$ cat src/rtl/boss_pkg.sv
// Shared types and constants for the boss attack sequencer.
// Holds FSM/pattern types, spread tables, step constants and the aim helper.
package boss_pkg;

  typedef enum logic [2:0] {
    IDLE,
    COOLDOWN,
    FIRE_SPREAD,
    FIRE_AIMED,
    FIRE_BURST
  } fire_state_t;

  typedef logic [1:0] pattern_t;

  localparam pattern_t PAT_SPREAD = 2'd0;
  localparam pattern_t PAT_AIMED  = 2'd1;
  localparam pattern_t PAT_BURST  = 2'd2;

  // Slot 3 .. slot 0, 3 bits each.
  localparam logic [11:0] SPREAD_X   = {3'd2, 3'd1, 3'd1, 3'd2};
  localparam logic [3:0]  SPREAD_NEG = 4'b0011;
  localparam logic [2:0]  SPREAD_Y   = 3'd3;

  localparam logic [2:0] AIMED_Y     = 3'd4;
  localparam logic [2:0] AIMED_X_MAX = 3'd4;
  localparam logic [2:0] BURST_X     = 3'd0;
  localparam logic [2:0] BURST_Y     = 3'd5;

  // Clamp is applied on the full quotient so large dx never wraps.
  function automatic logic [2:0] aim_step(
    input logic [9:0] boss_x,
    input logic [9:0] ship_x
  );
    logic [9:0] dx;
    logic [9:0] q;
    dx = (ship_x < boss_x) ? (boss_x - ship_x)
                           : (ship_x - boss_x);
    q  = dx >> 6;
    return (q > {7'd0, AIMED_X_MAX}) ? AIMED_X_MAX
                                     : q[2:0];
  endfunction

endpackage

$ cat src/rtl/boss_fire_ctrl_frame_edge_det.sv
// frame_edge_det: two-flop rising-edge detector for frame_clk.
// Ports: Clk, Reset (sync, high), frame_clk in; frame_tick out (1-cycle pulse).
module frame_edge_det (
  input  logic Clk,
  input  logic Reset,
  input  logic frame_clk,
  output logic frame_tick
);

  logic frame_d;

  always_ff @(posedge Clk) begin
    if (Reset) begin
      frame_d    <= 1'b0;
      frame_tick <= 1'b0;
    end else begin
      frame_d    <= frame_clk;
      frame_tick <= frame_clk & ~frame_d;
    end
  end

endmodule

$ cat src/rtl/boss_fire_ctrl.sv
// boss_fire_ctrl: per-frame boss attack sequencer driving projectile slots.
// In: Clk, Reset, frame_clk, enable, boss/ship x, slot_idle.
// Out: shoot, x_step, y_step, negative_x per slot; pattern; busy.
module boss_fire_ctrl
  import boss_pkg::*;
#(
  parameter int NUM_SLOTS       = 4,
  parameter int COOLDOWN_FRAMES = 60,
  parameter int BURST_GAP       = 8,
  parameter int BURST_LEN       = 3
) (
  input  logic                   Clk,
  input  logic                   Reset,
  input  logic                   frame_clk,
  input  logic                   enable,
  input  logic [9:0]             boss_x_pos,
  input  logic [9:0]             ship_x_pos,
  input  logic [NUM_SLOTS-1:0]   slot_idle,
  output logic [NUM_SLOTS-1:0]   shoot,
  output logic [3*NUM_SLOTS-1:0] x_step,
  output logic [3*NUM_SLOTS-1:0] y_step,
  output logic [NUM_SLOTS-1:0]   negative_x,
  output pattern_t               pattern,
  output logic                   busy
);

  localparam logic [7:0] CD_LOAD   = 8'(COOLDOWN_FRAMES);
  localparam logic [7:0] GAP_LOAD  = 8'(BURST_GAP);
  localparam logic [7:0] LAST_SHOT = 8'(BURST_LEN - 1);

  fire_state_t            state;
  fire_state_t            fire_state;
  logic [7:0]             cnt;
  logic [7:0]             shots;
  logic [NUM_SLOTS-1:0]   reserved;
  logic [NUM_SLOTS-1:0]   free;
  logic [NUM_SLOTS-1:0]   lowest;
  logic [NUM_SLOTS-1:0]   issue;
  logic [NUM_SLOTS-1:0]   new_neg;
  logic [3*NUM_SLOTS-1:0] new_x;
  logic [3*NUM_SLOTS-1:0] new_y;
  logic [2:0]             aim_x;
  logic                   aim_neg;
  logic                   frame_tick;

  frame_edge_det u_edge (
    .Clk        (Clk),
    .Reset      (Reset),
    .frame_clk  (frame_clk),
    .frame_tick (frame_tick)
  );

  // A slot just issued still reads idle for one frame.
  assign free    = slot_idle & ~reserved;
  assign aim_x   = aim_step(boss_x_pos, ship_x_pos);
  assign aim_neg = ship_x_pos < boss_x_pos;
  assign busy    = (state == FIRE_SPREAD) ||
                   (state == FIRE_AIMED)  ||
                   (state == FIRE_BURST);

  always_comb begin
    lowest = '0;
    for (int i = NUM_SLOTS - 1; i >= 0; i--) begin
      if (free[i]) begin
        lowest    = '0;
        lowest[i] = 1'b1;
      end
    end
  end

  always_comb begin
    unique case (pattern)
      PAT_AIMED: fire_state = FIRE_AIMED;
      PAT_BURST: fire_state = FIRE_BURST;
      default:   fire_state = FIRE_SPREAD;
    endcase
  end

  always_comb begin
    issue   = '0;
    new_x   = '0;
    new_y   = '0;
    new_neg = '0;
    if (frame_tick) begin
      unique case (state)
        FIRE_SPREAD:
          if (&slot_idle && reserved == '0)
            issue = '1;
        FIRE_AIMED: issue = lowest;
        FIRE_BURST:
          if (cnt == 8'd0)
            issue = lowest;
        default: issue = '0;
      endcase
    end
    for (int i = 0; i < NUM_SLOTS; i++) begin
      unique case (state)
        FIRE_SPREAD: begin
          new_x[3*i +: 3] = SPREAD_X[3*(i%4) +: 3];
          new_y[3*i +: 3] = SPREAD_Y;
          new_neg[i]      = SPREAD_NEG[i%4];
        end
        FIRE_AIMED: begin
          new_x[3*i +: 3] = aim_x;
          new_y[3*i +: 3] = AIMED_Y;
          new_neg[i]      = aim_neg;
        end
        FIRE_BURST: begin
          new_x[3*i +: 3] = BURST_X;
          new_y[3*i +: 3] = BURST_Y;
          new_neg[i]      = 1'b0;
        end
        default: ;
      endcase
    end
  end

  always_ff @(posedge Clk) begin
    if (Reset) begin
      state      <= IDLE;
      cnt        <= '0;
      shots      <= '0;
      reserved   <= '0;
      shoot      <= '0;
      x_step     <= '0;
      y_step     <= '0;
      negative_x <= '0;
      pattern    <= PAT_SPREAD;
    end else if (!enable) begin
      state <= IDLE;
      cnt   <= '0;
      shots <= '0;
      shoot <= '0;
    end else if (state == IDLE) begin
      state <= COOLDOWN;
      cnt   <= CD_LOAD;
    end else if (frame_tick) begin
      // shoot spans exactly one frame: set here, cleared next tick.
      shoot    <= issue;
      reserved <= (reserved & slot_idle) | issue;
      for (int i = 0; i < NUM_SLOTS; i++) begin
        if (issue[i]) begin
          x_step[3*i +: 3] <= new_x[3*i +: 3];
          y_step[3*i +: 3] <= new_y[3*i +: 3];
          negative_x[i]    <= new_neg[i];
        end
      end
      unique case (state)
        COOLDOWN: begin
          if (cnt <= 8'd1) begin
            state <= fire_state;
            cnt   <= '0;
            shots <= '0;
          end else begin
            cnt <= cnt - 8'd1;
          end
        end
        FIRE_SPREAD: begin
          if (|issue) begin
            state   <= COOLDOWN;
            cnt     <= CD_LOAD;
            pattern <= PAT_AIMED;
          end
        end
        FIRE_AIMED: begin
          if (|issue) begin
            state   <= COOLDOWN;
            cnt     <= CD_LOAD;
            pattern <= PAT_BURST;
          end
        end
        FIRE_BURST: begin
          // Gap holds at 0 while no slot is free.
          if (cnt != 8'd0) begin
            cnt <= cnt - 8'd1;
          end else if (|issue) begin
            if (shots == LAST_SHOT) begin
              state   <= COOLDOWN;
              cnt     <= CD_LOAD;
              shots   <= '0;
              pattern <= PAT_SPREAD;
            end else begin
              shots <= shots + 8'd1;
              cnt   <= GAP_LOAD;
            end
          end
        end
        default: state <= IDLE;
      endcase
    end
  end

endmodule

$ cat config.mk
export PLATFORM = sky130hd
export DESIGN_NAME = boss_fire_ctrl
export DESIGN_NICKNAME = d
export VERILOG_FILES = /design/src/rtl/boss_pkg.sv /design/src/rtl/boss_fire_ctrl_frame_edge_det.sv /design/src/rtl/boss_fire_ctrl.sv
export SDC_FILE = /design/constraint.sdc
export NUM_CORES = 1
export LEC_CHECK = 0
export CAP_MARGIN = 5
export CELL_PAD_IN_SITES_DETAIL_PLACEMENT = 0
export CELL_PAD_IN_SITES_GLOBAL_PLACEMENT = 2
export CORE_UTILIZATION = 33
export CTS_CLUSTER_DIAMETER = 150
export DETAILED_ROUTE_END_ITERATION = 7
export GPL_ROUTABILITY_DRIVEN = 0
export HOLD_SLACK_MARGIN = 0.03
export PLACE_DENSITY_LB_ADDON = 0.1
export SLEW_MARGIN = 20
export SYNTH_ARGS = -nofsm -noshare
export SYNTH_HDL_FRONTEND = slang
export SYNTH_SLANG_ARGS = --single-unit
$ cat constraint.sdc
create_clock -name Clk -period 7.1 [get_ports Clk]
set_input_delay 1.42 -clock Clk [delete_from_list [all_inputs] [get_ports Clk]]
set_output_delay 1.42 -clock Clk [all_outputs]
set_load 0.005 [all_outputs]
* Yosys cells after proc, flatten, opt, wreduce, memory -nomap -nowiden
Index checks and enable logic that the tools add are counted.
** Storage, ports and cells
- Register bits after elaboration :: 59
- Output and inout bits :: 35
- Logic and storage cells :: 130
** Operators by class
- Add/sub/neg operators :: 4
- Reductions and logical operators :: 29
- Order comparisons :: 3
- Bitwise logic cells :: 8
- Eq/ne operators :: 21
- Muxes and demuxes :: 43
** Operators by type and width (number)
- 8-bit 2-to-1 mux :: 8
- 4-bit 2-to-1 mux :: 7
- 4-bit AND reduction :: 7
- 8-bit one-hot mux with 3 select lines :: 1
- 10-bit subtractor :: 2
- 3-bit 2-to-1 mux :: 6
- 6-bit 2-to-1 mux :: 3
- 3-bit one-hot mux with 2 select lines :: 3
- 3-bit one-hot mux with 3 select lines :: 2
- 6-bit AND reduction :: 3
- 8-bit one-hot mux with 2 select lines :: 1
- 3-bit by 1-bit != test with 1-bit output, second input constant :: 4
- 4-bit one-hot mux with 3 select lines :: 1
- 10-bit less-than comparator :: 1
- 10-bit 2-to-1 mux :: 1
- 2-bit 2-to-1 mux :: 5
- 2-bit by 1-bit != test with 1-bit output, second input constant :: 5
- 9-bit AND reduction :: 1
- 8-bit by 1-bit adder with 8-bit output, second input constant :: 1
- 4-bit AND :: 2
- 8-bit by 2-bit equality test with 1-bit output, second input constant :: 1
- 8-bit by 1-bit <= comparator with 1-bit output, second input constant :: 1
- 8-bit zero test :: 1
- 8-bit nonzero test :: 1
- 29 further kinds :: 40

* Logic depth before layout (Yosys ltp)
Gate-level depths: netlist of run 1.
- Depth after elaboration :: 15
- Gate-level depth with buffers :: 10

* Cells and area by module
Synthesis of run 1 repeated with hierarchy kept, for this count alone.
** Unflattened totals
- Cell total of the unflattened synthesis :: 450
- Area, all modules :: 3626.0 sq um
** By module, submodules not included
- boss_fire_ctrl :: times used 1, seq. area each 1141.1 sq um, cells each 446, area an instance 3567.2 sq um
- frame_edge_det :: times used 1, seq. area each 40.0 sq um, cells each 4, area an instance 58.8 sq um

* Worst setup path after synthesis of run 1
No wires, ideal clock.
- Path kind :: input port to flip-flop
- Start point :: input boss_x_pos[5]
- End point :: register x_step[4]
- Library setup time :: 0.088 ns
- Data arrival time :: 3.887 ns
- Setup slack :: 3.125 ns
- Stages on the path :: 10
- Path through :: inv_1 > ha_1 > clkbuf_1 > a2111oi_0 > nor4_1 > a21o_1 > o2111a_1 > a2111oi_1 > nand4_1 > o31ai_1
** Between the ends
- Word-level cells in the longest chain between the ends :: 5
- Elaborated cells on any way between the ends :: 7
** RTL lines
- from (decl) :: RTL line boss_fire_ctrl.sv:16 : input logic [9:0] boss_x_pos,
- 10-bit subtractor, or another cell as far along :: RTL line boss_pkg.sv:37 : : (ship_x - boss_x);
- 10-bit 2-to-1 mux * :: RTL line boss_pkg.sv:36 : dx = (ship_x < boss_x) ? (boss_x - ship_x)
- 4-bit by 3-bit > comparator with 1-bit output :: RTL line boss_pkg.sv:39 : return (q > {7'd0, AIMED_X_MAX}) ? AIMED_X_MAX
- 3-bit 2-to-1 mux * :: RTL line boss_pkg.sv:39
- 3-bit one-hot mux with 2 select lines * :: RTL line boss_fire_ctrl.sv:97 : unique case (state)
- to (signal, indexed assignment) :: RTL line boss_fire_ctrl.sv:143 : x_step[3*i +: 3] <= new_x[3*i +: 3];
- to (decl) :: RTL line boss_fire_ctrl.sv:20 : output logic [3*NUM_SLOTS-1:0] x_step,
Mark *: on every way between the ends. The rest lies on a longest branch, timed or not.
A chain may end at the register's enable or synchronous reset.

* Final worst setup path of run 1
Same ends and word-level chain as after synthesis.

==> impl_results.html, run 1 <==
<table>
<tr><th>Metric</th><th>Value</th></tr>
<tr><th colspan="2">STA</th></tr>
<tr><td>Hold slack final</td><td>0.388 ns</td></tr>
<tr><td>Final hold violation count</td><td>0</td></tr>
<tr><td>Count of pins over their slew limit</td><td>0</td></tr>
<tr><td>RSZ-0062 raised after global routing</td><td>no</td></tr>
<tr><td>Headroom to the max-slew limit</td><td>0.569</td></tr>
<tr><td>Transition time at the pin with the least slew margin</td><td>0.630 ns</td></tr>
<tr><td>Highest achievable clock rate</td><td>223 MHz</td></tr>
<tr><td>Post-Route Skew</td><td>0.0164 ns</td></tr>
<tr><td>Crit path setup slack, layout</td><td>2.62 ns</td></tr>
<tr><td>Final sum of negative setup slack</td><td>0 ns</td></tr>
<tr><td>Final period util</td><td>0.631</td></tr>
<tr><td>Final setup violation count</td><td>0</td></tr>
<tr><td>Fin crit period</td><td>4.48 ns</td></tr>
<tr><th colspan="2">Final layout</th></tr>
<tr><td>Area growth, synth to finish</td><td>27.6%</td></tr>
<tr><td>Antenna cell count</td><td>0</td></tr>
<tr><td>FILL cells</td><td>1059</td></tr>
<tr><td>Final design utilization</td><td>0.434</td></tr>
<tr><td>Share of cells above drive strength 1</td><td>0.0516</td></tr>
<tr><td>Most common cell after layout, fill and taps aside</td><td>sky130_fd_sc_hd__clkdlybuf4s50_1</td></tr>
<tr><td>Final net count</td><td>549</td></tr>
<tr><td>Most frequent cells in the layout</td><td>sky130_fd_sc_hd__clkdlybuf4s50_1, sky130_fd_sc_hd__dfxtp_1, sky130_fd_sc_hd__a21oi_1</td></tr>
<tr><th colspan="2">Setup path</th></tr>
<tr><td>Critical path type</td><td>primary input to register</td></tr>
<tr><td>Highest fanout seen on the critical path</td><td>9</td></tr>
<tr><td>Critical Path Slowest Stage Cell</td><td>sky130_fd_sc_hd__a2111oi_0</td></tr>
<tr><td>Data arrival time of the worst path</td><td>4.74 ns</td></tr>
<tr><td>Critical Path End Type</td><td>register</td></tr>
<tr><td>Stage delay of the slowest cell on the critical path</td><td>0.64 ns</td></tr>
<tr><td>Startpoint Class</td><td>primary input</td></tr>
<tr><td>Data required time at the worst endpoint</td><td>7.36 ns</td></tr>
<tr><td>Cell Chain, Critical Path</td><td>clkdlybuf4s50_1 -&gt; inv_1 -&gt; ha_1 -&gt; a2111oi_0 -&gt; nor4_1 -&gt; a21o_1 -&gt; o2111a_1 -&gt; a2111oi_1 -&gt; nand4_1 -&gt; o31ai_1</td></tr>
<tr><th colspan="2">Clock tree</th></tr>
<tr><td>CTS Buf Count</td><td>9</td></tr>
<tr><td>Maximum root-to-sink buffer count</td><td>2</td></tr>
<tr><td>Post-cts sizing count</td><td>0</td></tr>
<tr><td>Post-CTS Setup Bufs</td><td>0</td></tr>
<tr><td>Number of hold buffers added after CTS</td><td>0</td></tr>
<tr><td>Clock Latency Late Sink</td><td>0.35 ns</td></tr>
<tr><td>Clock Pin Slew Worst Setup and Hold Paths</td><td>0.07 ns</td></tr>
<tr><td>Total number of clock tree sinks</td><td>59</td></tr>
<tr><td>Root buffer cell</td><td>sky130_fd_sc_hd__clkbuf_8</td></tr>
<tr><td>TritonCTS clock tree</td><td>yes</td></tr>
<tr><td>Total number of H-tree levels</td><td>3</td></tr>
<tr><th colspan="2">Routing</th></tr>
<tr><td>Total number of vias</td><td>3350</td></tr>
<tr><td>Pre-antenna DRT Iters</td><td>4</td></tr>
<tr><td>Vias/cell</td><td>5.23</td></tr>
<tr><td>Post-route ant nets</td><td>0</td></tr>
<tr><td>Mean routed wirelength per cell</td><td>15.4 µm</td></tr>
<tr><td>Number of design-rule violations left by the first detailed-router iteration</td><td>133</td></tr>
<tr><td>DRT Wirelength</td><td>9.87 mm</td></tr>
<tr><td>Number of DRC violations after detailed routing</td><td>0</td></tr>
<tr><th colspan="2">GRT</th></tr>
<tr><td>Number of antenna violations at the first check in global routing</td><td>0</td></tr>
<tr><td>Via count of the first global-routing pass</td><td>3280</td></tr>
<tr><td>Pin count of the biggest net entering global routing</td><td>28</td></tr>
<tr><td>Residual overflow from global routing</td><td>0</td></tr>
<tr><td>Total routing usage reported by global routing</td><td>0.187</td></tr>
<tr><td>First-pass GRT wire length</td><td>16.2 mm</td></tr>
<tr><th colspan="2">Placed design</th></tr>
<tr><td>Post-DP HPWL</td><td>7.42 mm</td></tr>
<tr><td>Number of input and output port buffers inserted</td><td>62</td></tr>
<tr><td>Pre-CTS setup slack</td><td>2.26 ns</td></tr>
<tr><th colspan="2">Synth</th></tr>
<tr><td>Number of register bits inferred by synthesis</td><td>59</td></tr>
<tr><td>Post-Syn Instances</td><td>441</td></tr>
<tr><td>Proportion of synthesized flip-flops having asynchronous set or reset</td><td>0</td></tr>
<tr><td>EDFF count, synth</td><td>0</td></tr>
<tr><td>Post-Synthesis Net Count</td><td>491</td></tr>
<tr><td>Post-Syn Area per Cell</td><td>7.92 µm²</td></tr>
<tr><td>Yosys Warn Count</td><td>0</td></tr>
<tr><td>Mapped cell area</td><td>3490 µm²</td></tr>
<tr><td>Proportion of synthesized chip area in sequential cells</td><td>0.338</td></tr>
<tr><td>Prevailing post-synth register cell</td><td>sky130_fd_sc_hd__dfxtp_1</td></tr>
<tr><td>Count of distinct cell types in the synthesized netlist</td><td>56</td></tr>
<tr><th colspan="2">Die</th></tr>
<tr><td>Row cnt</td><td>37</td></tr>
<tr><td>Chip width</td><td>105 µm</td></tr>
<tr><td>Placeable core area</td><td>10300 µm²</td></tr>
<tr><td>Effective utilization at floorplan</td><td>0.340</td></tr>
<tr><td>Die Outline Area</td><td>11000 µm²</td></tr>
<tr><td>Io pins</td><td>63</td></tr>
<tr><td>Die Height</td><td>105 µm</td></tr>
<tr><th colspan="2">Flow run</th></tr>
<tr><td>Total of max-cap violations</td><td>0</td></tr>
<tr><th colspan="2">Power and ir drop</th></tr>
<tr><td>Power density relative to cell area</td><td>181 nW/µm²</td></tr>
<tr><td>Cell leakage power</td><td>0.00161 µW</td></tr>
<tr><td>Max rail drop VDD</td><td>0.0762 mV</td></tr>
<tr><th colspan="2">Min path</th></tr>
<tr><td>Hold Crit Class</td><td>register to register</td></tr>
<tr><th colspan="2">Outcome</th></tr>
<tr><td>Outcome</td><td>completed</td></tr>
</table>
cells by family after synthesis:
| kind of cell | count (synthesis) | synth area share |
|---|---|---|
| AND/OR/NAND/NOR | 153 | 0.224 |
| flip-flops | 59 | 0.338 |
| adder cells (fa/ha/maj) | 23 | 0.0817 |
| buffers and inverters | 46 | 0.0498 |
| AO/OA/AOI/OAI | 149 | 0.277 |
| XOR/XNOR | 7 | 0.0176 |
| multiplexers | 4 | 0.0122 |
final timing paths:
check                                     from  depth (start not counted)           endpoint  slack, ns
worst max-delay path             boss_x_pos[5]                         10          x_step[4]       2.62
worst max register to register        state[2]                          7           shots[7]       3.97
worst min-delay path            u_edge.frame_d                          1  u_edge.frame_tick       0.39
worst min register to register  u_edge.frame_d                          1  u_edge.frame_tick       0.39
worst max-delay path, delay by kind of cell:
kind            cells  cell delay (ns)
compound gates      5             1.99
fa+ha+maj           1             0.40
buf+inv             2             0.53
simple gates        2             0.38
where the power goes:
group | leakage [µW] | internal (µW) | switching, µW | total [µW]
combinational | 0.00102 | 51.5 | 63.7 | 115
clock | 0.000114 | 200 | 149 | 349
sequential | 0.000477 | 334 | 6.62 | 340
Yosys cell counts (all sizes together) (7+ instances only):
cell type / number / area [µm²]
o21a: 7 / 52.6
nand2: 33 / 124
nor2: 37 / 139
nand2b: 9 / 56.3
a211oi: 11 / 82.6
or3: 8 / 50.1
ha: 22 / 275
dfxtp: 59 / 1180
a21oi: 44 / 220
o21ai: 34 / 170
clkbuf: 17 / 65.1
inv: 29 / 109
nor3: 16 / 80.1
a31oi: 7 / 43.8
nand3: 14 / 70.1
stage by stage:
stage,cells,area (µm²),power [µW]
6_report,640,4460,805
5_1_grt,640,4460,845
4_1_cts,640,4460,814
3_5_place_dp,624,4230,462
3_3_place_gp,624,4230,463
2_1_floorplan,441,3490,423
flip-flops by register name, summed over array words and instances (netlist names):
| register | flops |
|---|---|
| state | 3 |
| pattern | 2 |
| u_edge.frame_d | 1 |
| y_step | 12 |
| negative_x | 4 |
| u_edge.frame_tick | 1 |
| shoot | 4 |
| reserved | 4 |
| shots | 8 |
| cnt | 8 |
| x_step | 12 |
per-layer routing:
metal | wire (µm) | up-vias | global-route usage
met5 | 0 | - | 0
met4 | 97 | 0 | 0.0785
met3 | 553 | 6 | 0.0524
met1 | 4740 | 1543 | 0.243
met2 | 4480 | 77 | 0.290
li1 | - | 1724 | -
final cells by class:
cell class	count	area, µm²	area share
Clock buffer	9	124	0.0278
Multi-Input combinational cell	336	2140	0.480
Tap cell	136	170	0.0382
Timing Repair Buffer	64	636	0.143
Inverter	29	109	0.0244
Clock inverter	7	100	0.0225
Sequential cell	59	1180	0.265
(Power assumes the default switching activity.)
==> run 2, diff against run 1 <==
--- a/config.mk
+++ b/config.mk
@@ -8,7 +8,7 @@
 export CAP_MARGIN = 5
 export CELL_PAD_IN_SITES_DETAIL_PLACEMENT = 0
 export CELL_PAD_IN_SITES_GLOBAL_PLACEMENT = 2
-export CORE_UTILIZATION = 33
+export CORE_UTILIZATION = 28
 export CTS_CLUSTER_DIAMETER = 150
 export DETAILED_ROUTE_END_ITERATION = 7
 export GPL_ROUTABILITY_DRIVEN = 0
==> constraint.sdc (replaced) <==
create_clock -name Clk -period 4.1 [get_ports Clk]
set_input_delay 0.82 -clock Clk [delete_from_list [all_inputs] [get_ports Clk]]
set_output_delay 0.82 -clock Clk [all_outputs]
set_load 0.005 [all_outputs]
==> impl_results.html, run 2 (same netlist as run 1, synthesis figures left out) <==
<table>
<tr><th>Metric</th><th>Value</th></tr>
<tr><th colspan="2">STA</th></tr>
<tr><td>Crit path setup slack, layout</td><td>0.445 ns</td></tr>
<tr><td>Headroom to the max-slew limit</td><td>0.534</td></tr>
<tr><td>Final hold violation count</td><td>0</td></tr>
<tr><td>Highest achievable clock rate</td><td>274 MHz</td></tr>
<tr><td>RSZ-0062 raised after global routing</td><td>no</td></tr>
<tr><td>Final setup violation count</td><td>0</td></tr>
<tr><td>Post-Route Skew</td><td>0.00551 ns</td></tr>
<tr><td>Final period util</td><td>0.892</td></tr>
<tr><td>Fin crit period</td><td>3.66 ns</td></tr>
<tr><td>Count of pins over their slew limit</td><td>0</td></tr>
<tr><td>Final sum of negative setup slack</td><td>0 ns</td></tr>
<tr><td>Transition time at the pin with the least slew margin</td><td>0.682 ns</td></tr>
<tr><th colspan="2">Final layout</th></tr>
<tr><td>FILL cells</td><td>1288</td></tr>
<tr><td>Biggest regs</td><td>x_step (12), y_step (12)</td></tr>
<tr><td>Share of cells above drive strength 1</td><td>0.0591</td></tr>
<tr><td>Final net count</td><td>553</td></tr>
<tr><td>Final design utilization</td><td>0.382</td></tr>
<tr><td>Most common cell after layout, fill and taps aside</td><td>sky130_fd_sc_hd__clkdlybuf4s50_1</td></tr>
<tr><td>Area growth, synth to finish</td><td>31.9%</td></tr>
<tr><td>Design Area, Final</td><td>4610 µm²</td></tr>
<tr><td>Most frequent cells in the layout</td><td>sky130_fd_sc_hd__clkdlybuf4s50_1, sky130_fd_sc_hd__dfxtp_1, sky130_fd_sc_hd__a21oi_1</td></tr>
<tr><td>Antenna cell count</td><td>0</td></tr>
<tr><th colspan="2">Setup path</th></tr>
<tr><td>Launch point of the critical path</td><td>boss_x_pos[5]</td></tr>
<tr><td>Highest fanout seen on the critical path</td><td>4</td></tr>
<tr><td>Startpoint Class</td><td>primary input</td></tr>
<tr><td>Critical path type</td><td>primary input to register</td></tr>
<tr><td>Data arrival time of the worst path</td><td>3.90 ns</td></tr>
<tr><td>Worst reg2reg path endpoint</td><td>shots[5]</td></tr>
<tr><td>Worst-case register-to-register setup slack</td><td>0.96 ns</td></tr>
<tr><td>R2r worst-path depth</td><td>7</td></tr>
<tr><td>R2R Path Start</td><td>state[2]</td></tr>
<tr><td>Data required time at the worst endpoint</td><td>4.34 ns</td></tr>
<tr><td>Critical Path End Type</td><td>register</td></tr>
<tr><th colspan="2">Die</th></tr>
<tr><td>Io pins</td><td>63</td></tr>
<tr><td>Row cnt</td><td>40</td></tr>
<tr><td>Placeable core area</td><td>12100 µm²</td></tr>
<tr><td>Die Outline Area</td><td>12900 µm²</td></tr>
<tr><td>Effective utilization at floorplan</td><td>0.290</td></tr>
<tr><td>Die Height</td><td>114 µm</td></tr>
<tr><td>Chip width</td><td>114 µm</td></tr>
<tr><th colspan="2">Routing</th></tr>
<tr><td>Post-route ant nets</td><td>0</td></tr>
<tr><td>DRT Wirelength</td><td>10.2 mm</td></tr>
<tr><td>Pre-antenna DRT Iters</td><td>4</td></tr>
<tr><td>Vias/cell</td><td>4.99</td></tr>
<tr><td>Number of design-rule violations left by the first detailed-router iteration</td><td>149</td></tr>
<tr><td>Number of DRC violations after detailed routing</td><td>0</td></tr>
<tr><td>Total number of vias</td><td>3372</td></tr>
<tr><td>Mean routed wirelength per cell</td><td>15.1 µm</td></tr>
<tr><th colspan="2">Clock tree</th></tr>
<tr><td>Root buffer cell</td><td>sky130_fd_sc_hd__clkbuf_16</td></tr>
<tr><td>CTS Buf Count</td><td>9</td></tr>
<tr><td>TritonCTS clock tree</td><td>yes</td></tr>
<tr><td>Number of hold buffers added after CTS</td><td>0</td></tr>
<tr><td>Total number of clock tree sinks</td><td>59</td></tr>
<tr><td>Total number of H-tree levels</td><td>3</td></tr>
<tr><td>Clock Pin Slew Worst Setup and Hold Paths</td><td>0.05 ns</td></tr>
<tr><td>Post-CTS Setup Bufs</td><td>0</td></tr>
<tr><td>Clock Latency Late Sink</td><td>0.33 ns</td></tr>
<tr><td>Post-cts sizing count</td><td>0</td></tr>
<tr><td>Maximum root-to-sink buffer count</td><td>2</td></tr>
<tr><th colspan="2">Power and ir drop</th></tr>
<tr><td>Max rail drop VDD</td><td>0.223 mV</td></tr>
<tr><td>Power density relative to cell area</td><td>337 nW/µm²</td></tr>
<tr><td>Cell leakage power</td><td>0.00166 µW</td></tr>
<tr><th colspan="2">Min path</th></tr>
<tr><td>Origin of the worst min-delay path</td><td>u_edge.frame_d</td></tr>
<tr><td>Hold Crit Class</td><td>register to register</td></tr>
<tr><td>Worst Hold Depth</td><td>1</td></tr>
<tr><td>Endpoint of the worst hold-timing path</td><td>u_edge.frame_tick</td></tr>
<tr><th colspan="2">GRT</th></tr>
<tr><td>Pin count of the biggest net entering global routing</td><td>27</td></tr>
<tr><td>Residual overflow from global routing</td><td>0</td></tr>
<tr><td>Number of antenna violations at the first check in global routing</td><td>0</td></tr>
<tr><td>First-pass GRT wire length</td><td>16.5 mm</td></tr>
<tr><td>Total routing usage reported by global routing</td><td>0.165</td></tr>
<tr><td>Via count of the first global-routing pass</td><td>3174</td></tr>
<tr><th colspan="2">Flow run</th></tr>
<tr><td>Total of max-cap violations</td><td>0</td></tr>
<tr><th colspan="2">Placed design</th></tr>
<tr><td>Number of input and output port buffers inserted</td><td>62</td></tr>
<tr><td>Pre-CTS setup slack</td><td>0.117 ns</td></tr>
<tr><td>Post-DP HPWL</td><td>7.81 mm</td></tr>
<tr><td>Placed inst area</td><td>4300 µm²</td></tr>
<tr><th colspan="2">Outcome</th></tr>
<tr><td>Outcome</td><td>completed</td></tr>
</table>
-- run 2: worst max path at each step --
stage,depth (start not counted),slack (ns),end
floorplan,10,0.73,x_step[4]
CTS,10,0.44,x_step[7]
detailed placement,10,0.12,x_step[4]
finish,10,0.44,x_step[7]
global placement,10,0.22,x_step[7]
global route,10,0.23,x_step[7]
-- run 2: final cells by class --
| cell class | count | area, µm² | share of cell area |
|---|---|---|---|
| well taps | 168 | 210 | 0.0456 |
| repair buffers | 68 | 666 | 0.145 |
| inverters | 29 | 109 | 0.0236 |
| clock inverters | 6 | 63.8 | 0.0139 |
| clock buffers | 10 | 239 | 0.0519 |
| flip-flops and latches | 59 | 1180 | 0.256 |
| multi-input cells | 336 | 2140 | 0.464 |
-- run 2: per-layer routing --
layer,GRT usage,vias up,part of all wire
met4,0.0421,0,0.011
met3,0.0484,9,0.042
met5,0,-,0
met1,0.226,1559,0.51
met2,0.254,62,0.43
li1,-,1742,-
-- run 2: critical path, cell delays in order --
cell and delay, ns:
sky130_fd_sc_hd__clkdlybuf4s50_1 0.49, sky130_fd_sc_hd__inv_1 0.05, sky130_fd_sc_hd__ha_1 0.33, sky130_fd_sc_hd__a2111oi_0 0.67, sky130_fd_sc_hd__nor4_1 0.09, sky130_fd_sc_hd__a21o_1 0.21
sky130_fd_sc_hd__o2111a_1 0.26, sky130_fd_sc_hd__a2111oi_1 0.43, sky130_fd_sc_hd__nand4_1 0.28, sky130_fd_sc_hd__o31ai_1 0.26
-- run 2: per-stage QoR --
stage	hold WS (ns)	total power, µW	cells
floorplan	0.367	733	441
global placement	0.373	808	660
detailed placement	0.375	806	660
CTS	0.390	1580	676
global route	0.409	1630	676
finish	0.386	1550	676
-- run 2: power breakdown --
group,switching (µW),internal (µW)
registers,11.3,579
logic,113,92.1
clock network,272,486
==> run 3, diff against run 2 <==
--- a/config.mk
+++ b/config.mk
@@ -10,6 +10,7 @@
 export CELL_PAD_IN_SITES_GLOBAL_PLACEMENT = 2
 export CORE_UTILIZATION = 28
 export CTS_CLUSTER_DIAMETER = 150
+export CTS_CLUSTER_SIZE = 40
 export DETAILED_ROUTE_END_ITERATION = 7
 export GPL_ROUTABILITY_DRIVEN = 0
 export HOLD_SLACK_MARGIN = 0.03
==> results of run 3 <==
Same layout as run 2: the final DEF is identical, and so are final timing and power.
